`config.mk`:
```
export PLATFORM = sky130hd
export DESIGN_NAME = parity_err_counter
export DESIGN_NICKNAME = d
export VERILOG_FILES = /design/src/rtl/param_serial_parity_checker_err_counter.sv
export SDC_FILE = /design/constraint.sdc
export NUM_CORES = 1
export LEC_CHECK = 0
export BUFFER_PORTS_ARGS = -buffer_cell sky130_fd_sc_hd__buf_4
export CELL_PAD_IN_SITES_DETAIL_PLACEMENT = 1
export CELL_PAD_IN_SITES_GLOBAL_PLACEMENT = 1
export CORE_AREA = 10 10 47 49
export CTS_CLUSTER_DIAMETER = 30
export DETAILED_ROUTE_END_ITERATION = 10
export DIE_AREA = 0 0 57 59
export PLACE_DENSITY = 0.71
export SYNTH_ARGS = -nofsm -noshare
export SYNTH_HDL_FRONTEND = slang
export SYNTH_SLANG_ARGS = --single-unit
```
`constraint.sdc`:
```
create_clock -name clk -period 1.46 [get_ports clk]
set_clock_uncertainty 0.05 [all_clocks]
set_input_delay 0.146 -clock clk [delete_from_list [all_inputs] [get_ports clk]]
set_output_delay 0.146 -clock clk [all_outputs]
set_load 0.005 [all_outputs]
```
`src/rtl/param_serial_parity_checker_err_counter.sv`:
```
// ---------------------------------------------------------------------------
// parity_err_counter: saturating error counter with sticky flag
// Revision: 1.0
// ---------------------------------------------------------------------------
`default_nettype none

module parity_err_counter #(
  parameter int CNT_W = 8
) (
  input  wire logic             clk,
  input  wire logic             rst_n,
  input  wire logic             inc,
  input  wire logic             clr,
  output logic [CNT_W-1:0]      cnt,
  output logic                  sticky
);

  localparam logic [CNT_W-1:0] CNT_MAX = '1;

  logic [CNT_W-1:0] cnt_q, cnt_d;
  logic             sticky_q, sticky_d;

  // Clear is applied first so a coincident error still counts once.
  always_comb begin
    cnt_d    = cnt_q;
    sticky_d = sticky_q;
    if (clr) begin
      cnt_d    = '0;
      sticky_d = 1'b0;
    end
    if (inc) begin
      sticky_d = 1'b1;
      if (cnt_d != CNT_MAX) begin
        cnt_d = cnt_d + CNT_W'(1);
      end
    end
  end

  always_ff @(posedge clk or negedge rst_n) begin
    if (!rst_n) begin
      cnt_q    <= '0;
      sticky_q <= 1'b0;
    end else begin
      cnt_q    <= cnt_d;
      sticky_q <= sticky_d;
    end
  end

  assign cnt    = cnt_q;
  assign sticky = sticky_q;

endmodule

`default_nettype wire

```
==> flow_summary.yaml, run 1 <==
pwr:
  clockPowerShare: 0.372
  cellLeakagePower_nw: 0.266
  ir_drop_mv: 0.323
  seqPwrFrac: 0.514
  p_sw_frac: 0.252
  p_sw_mw: 0.133
  power_density_nw_per_um2: 913
  power_frac_comb: 0.114
  intPower_mw: 0.396
clock_tree:
  clkTransAtPathRegs_ps: 70
  cts_sinks: 9
  clockBufferDepth: 2
  htree_levels: 1
  clock_latency_ps: 260
  post_cts_buffers: 0
  cts_root_buf: "clkbuf_4"
  cts_tree: "done"
  cts_buffers: 3
placed_design:
  io_buffers: 12
  place_hpwl_um: 855
  place.gp.congestion: 0.698
drt:
  vias: 387
  drt-pass1-iter-count: 4
  drt-initial-drc-count: 4
  drc_errors: 0
  ant_nets: 0
  wl_per_cell_um: 15.6
  avgViaCountPerCell: 5.30
  wl_um: 1140
synth:
  synth_edf_count: 0
  yosys-top-cells-area: "dfrtp_1, o21ai_0, a311oi_2"
  syn_inst: 41
  ys_seq_area_frac: 0.511
  synth_common_cells: "dfrtp_1, o21ai_0"
  synth.distinct_cells: 25
  synth_ff_type: "dfrtp_1"
  yosys.area.top_type: "dfrtp_1"
  synth.avg_cell_area_sq_um: 10.7
  ys_warn_count: 0
  synth_fp_nets: 45
  post-synth-top-area-fraction: 0.511
  synth-async-reset-ratio: 1.00
  ys_ff_latch: 9
  yosysMostFrequentCell: "dfrtp_1"
  netlist_area_sq_um: 440
global_routing:
  grt_max_degree: 10
  antenna_found_initial: 0
  grt_pass1_wl_um: 1980
  gr-total-overflow: 0
  grt_pass1_vias: 426
  grt.total_usage: 0.0740
die:
  start_util: 0.314
  fp.coreArea_sq_um: 1400
  dieArea_sq_um: 3360
  rows: 14
  die_x_um: 57
  die_y_um: 59
  io_pins: 13
sta:
  finalCriticalPeriod_ps: 1220
  setup_viol: 0
  tightest_slew_ps: 347
  max_freq_mhz: 818
  tns_ps: 0
  hold_viol_final: 0
  post-route-period-util: 0.837
  finalMaxSlewViolations: 0
  rsz0062_at_grt: "false"
  relSlewSlack: 0.768
  worst_hold_slack_ps: 46.6
worst_setup_path:
  crit_slowest_cell: "dfrtp_1"
  max_stage_delay_ps: 390
  cp_max_fo: 6
  crit_path_start_kind: "flop"
  critical_path_buf_inv_count: 0
  crit_required_ps: 1580
  worstSetupPathType: "flop to flop"
  cp_top_family: "simple AND/OR/NAND/NOR gates"
  worstPathArrival_ps: 1340
  endpoint_kind: "flop"
  path_cells: "and2_0, a31oi_1, nor3b_1"
finish:
  syn_to_final_growth_pct: 31.5
  diodes: 0
  layout-drive-gt1-share: 0.316
  multi_input_area_sq_um: 204
  fill_cells: 167
  register_area_sq_um: 225
  fin_nets: 62
hold_path:
  min_path_type: "input port to flop"
flow_run:
  drv_cap: 0
run_status:
  outcome: "complete, no violations"
## registers in the layout, summed over array words and instances, names as in the netlist
| signal | flops |
|---|---|
| sticky | 1 |
| cnt | 8 |
## power by group through the flow
stage	sequential (mW)	clock, mW	combinational (mW)
after floorplan	0.274	0	0.0253
after global placement	0.276	0	0.0588
after detailed placement	0.276	0	0.0595
after CTS	0.271	0.201	0.0620
after global routing	0.273	0.212	0.0681
final	0.272	0.197	0.0602
## per-layer routing
layer / vias to the layer above / GRT usage / share of wire
met5: - / 0 / 0
met4: 0 / 0.0403 / 0.0070
met2: 7 / 0.112 / 0.48
li1: 189 / - / -
met1: 189 / 0.0884 / 0.47
met3: 2 / 0.0279 / 0.040
## layout make-up
cell class	instances	area share
Sequential cell	9	0.389
Multi-Input combinational cell	30	0.352
Timing Repair Buffer	13	0.173
Clock buffer	4	0.0454
Tap cell	16	0.0346
Inverter	1	0.00648
## through the flow
| step | instance area, sq um | power [mW] | util | setup WS [ps] | instances |
|---|---|---|---|---|---|
| 3_5_place_dp | 543 | 0.336 | 0.388 | 237 | 68 |
| 3_3_place_gp | 543 | 0.335 | 0.388 | 279 | 68 |
| 5_1_grt | 579 | 0.554 | 0.413 | 83.4 | 73 |
| 6_report | 579 | 0.529 | 0.413 | 238 | 73 |
| 2_1_floorplan | 440 | 0.300 | - | 344 | 41 |
| 4_1_cts | 579 | 0.535 | 0.413 | 217 | 73 |
## worst register-to-register path: stages, from the launching register on
cell,delay (ps)
dfrtp_1,390
and2_0,350
a31oi_1,140
nor3b_1,200
## path summary, 6_finish.rpt
| check | start | to | slack, ps | cells past startpoint |
|---|---|---|---|---|
| worst max-delay path | cnt[0]$_DFF_PN0_ | cnt[6]$_DFF_PN0_ | 240 | 3 |
| worst min-delay path | clr | cnt[5]$_DFF_PN0_ | 50 | 2 |
| worst max register to register | cnt[0]$_DFF_PN0_ | cnt[6]$_DFF_PN0_ | 240 | 3 |
| worst min register to register | sticky$_DFFE_PN0P_ | sticky$_DFFE_PN0P_ | 440 | 1 |
| max in group asynchronous | rst_n | cnt[1]$_DFF_PN0_ | 1030 | 2 |
| min in group asynchronous | rst_n | cnt[7]$_DFF_PN0_ | 190 | 2 |
## kinds of logic (layout without fill, tap and decap cells)
kind of cell | Yosys count | after routing | share of synthesized area
DFF | 9 | 9 | 0.511
xor gates and xnor gates | 1 | 1 | 0.0199
AOI/OAI and AO/OA | 13 | 13 | 0.210
buffers and inverters | 2 | 18 | 0.0256
and+or+nand+nor | 16 | 16 | 0.233
## repair_timing
item                                    CTS  global route
endpoints found under the setup margin    0             0
resized for setup                         0             0
hold endpoints to repair                  9             0
hold buffers                              1             0
## cells in the final DEF, fill, tap and decap left out, types with 2 or more instances in the layout
| cell | n |
|---|---|
| o21ai_0 | 3 |
| nand4_1 | 2 |
| a31oi_1 | 2 |
| clkbuf_4 | 3 |
| dfrtp_1 | 9 |
| nor2_1 | 2 |
| nor2b_1 | 2 |
| buf_4 | 12 |
| and3_1 | 2 |
| a21oi_1 | 2 |
Note: power is estimated with default switching activity, not from simulation.
==> run 2: changes to the inputs <==
Settings changed: CORE_AREA 10 10 47 49 to default, CORE_MARGIN from default to 10, CORE_UTILIZATION from default to 32, DIE_AREA 0 0 57 59 to default.
Clock period 1.46 ns to 1 ns, I/O delays scaled along.
==> run 2 against run 1 <==
Compared with the run above: the flow now finishes with violations (negative setup slack); power is 58% higher; setup slack worse by 340 ps; flip-flop and latch count stayed put; fmax is 11% higher; cell count is 18% higher; via count is 18% higher.
==> flow_summary.yaml, run 2 (synthesis results as in run 1) <==
run_status:
  outcome: "finished with violations"
  violations: "negative setup slack"
worst_setup_path:
  cp_max_fo: 5
  worstSetupPathType: "flop to flop"
  crit_path_start_kind: "flop"
  worstPathArrival_ps: 1210
  cp_top_family: "simple AND/OR/NAND/NOR gates"
  r2r_cells: 3
  critical_path_buf_inv_count: 0
  setup.worst_path.start: "cnt[1]$_DFF_PN0_"
  endpoint_kind: "flop"
  path_depth: 3
  reg2reg_from: "cnt[1]$_DFF_PN0_"
  max_stage_delay_ps: 410
  path_cells: "and4_4, nand4_1, nor3b_2"
  crit_slowest_cell: "dfrtp_1"
  crit_required_ps: 1110
die:
  io_pins: 13
  rows: 13
  die_y_um: 57.1
  start_util: 0.338
  die_x_um: 57.1
  fp.coreArea_sq_um: 1300
  dieArea_sq_um: 3260
sta:
  setup_slack_ps: -105
  hold_viol_final: 0
  setup_viol: 16
  relSlewSlack: 0.872
  max_freq_mhz: 905
  tightest_slew_ps: 191
  rsz0062_at_grt: "true"
  post-route-period-util: 1.10
  finalMaxSlewViolations: 0
  finalCriticalPeriod_ps: 1100
pwr:
  cellLeakagePower_nw: 0.352
  power_frac_comb: 0.174
  power_density_nw_per_um2: 1090
  clockPowerShare: 0.354
  seqPwrFrac: 0.471
  intPower_mw: 0.612
  p_sw_frac: 0.266
  p_sw_mw: 0.222
  ir_drop_mv: 0.580
  power_mw: 0.834
global_routing:
  gr-total-overflow: 0
  grt_max_degree: 10
  grt_pass1_vias: 506
  grt.total_usage: 0.0961
  grt_pass1_wl_um: 2530
  antenna_found_initial: 0
clock_tree:
  clock_latency_ps: 270
  htree_levels: 1
  clkTransAtPathRegs_ps: 70
  cts_sinks: 9
  cts_buffers: 3
  cts_tree: "done"
  clockBufferDepth: 2
  cts_root_buf: "clkbuf_4"
drt:
  vias: 458
  drc_errors: 0
  wl_per_cell_um: 18.3
  drt-initial-drc-count: 7
  ant_nets: 0
  avgViaCountPerCell: 5.33
  wl_um: 1570
  drt-pass1-iter-count: 4
finish:
  syn_to_final_growth_pct: 73.6
  diodes: 0
  largest_reg_flops: 8
  final_common_cell: "buf_4"
  layout_common_cells: "buf_4, buf_6, dfrtp_1"
  fin_nets: 76
  layout-drive-gt1-share: 0.577
hold_path:
  min_path_type: "input port to flop"
  hold_path_depth: 2
  hold_path.startpoint: "clr"
placed_design:
  place.gp.congestion: 0.733
  pre_cts_ws_ps: -145
  io_buffers: 12
  place_hpwl_um: 1080
flow_run:
  drv_cap: 0
[run 2: cell count changes in the layout (fill, tap and decap cells not counted), moves of 2 or more]
cell / delta
and3_1: -2
and3_4: +2
buf_4: +2
buf_6: +12
o21ai_0: -3
o21ai_1: +2
[run 2: worst reg2reg max path, cell delays in order, from the launching register on]
cell and delay [ps]:
dfrtp_1 410, and4_4 280, nand4_1 100, nor3b_2 160
[run 2: final cells by class]
type | count | area, sq um
multi-input combinational | 30 | 240
sequential | 9 | 225
timing repair buffer | 27 | 250
clock buffer | 4 | 26.3
inverter | 1 | 3.75
tap | 15 | 18.8
fill | 148 | 537
[run 2: worst paths after layout]
check | to | slack [ps]
hold / removal | cnt[2]$_DFF_PN0_ | 2
setup / recovery | cnt[6]$_DFF_PN0_ | -100
hold reg to reg | sticky$_DFFE_PN0P_ | 470
setup reg to reg | cnt[6]$_DFF_PN0_ | -100
max in group asynchronous | cnt[1]$_DFF_PN0_ | 620
min in group asynchronous | cnt[5]$_DFF_PN0_ | 140
[run 2: power by group through the flow]
stage	Sequential (mW)	Combinational (mW)	Clock (mW)
after floorplan	0.401	0.0375	0
after global placement	0.397	0.113	0
after detailed placement	0.399	0.117	0
after CTS	0.393	0.136	0.297
after global routing	0.395	0.161	0.324
final	0.393	0.145	0.296
[run 2: per-layer routing]
metal | vias up | global-route usage | part of all wire
li1 | 216 | - | -
met1 | 222 | 0.105 | 0.38
met2 | 18 | 0.161 | 0.53
met3 | 2 | 0.0442 | 0.077
met4 | 0 | 0.0302 | 0.0083
met5 | - | 0 | 0
[run 2: metrics by stage]
step	util	hold slack [ps]	cell area (sq um)	instances	TNS (ps)
final	0.588	2.20	764	86	-1190
after global routing	0.588	13.6	764	86	-2020
after CTS	0.571	1.46	743	84	-1210
after detailed placement	0.468	-118	609	76	-845
after global placement	0.468	-120	609	76	-526
after floorplan	-	-246	440	41	-352
[run 2: what timing repair did]
action	CTS	global route
setup endpoints to repair	16	16
buffers inserted	3	2
endpoints found under the hold margin	9	0
pin swaps	7	2
cloned	0	0
resized for setup	24	2
hold buffers	1	0
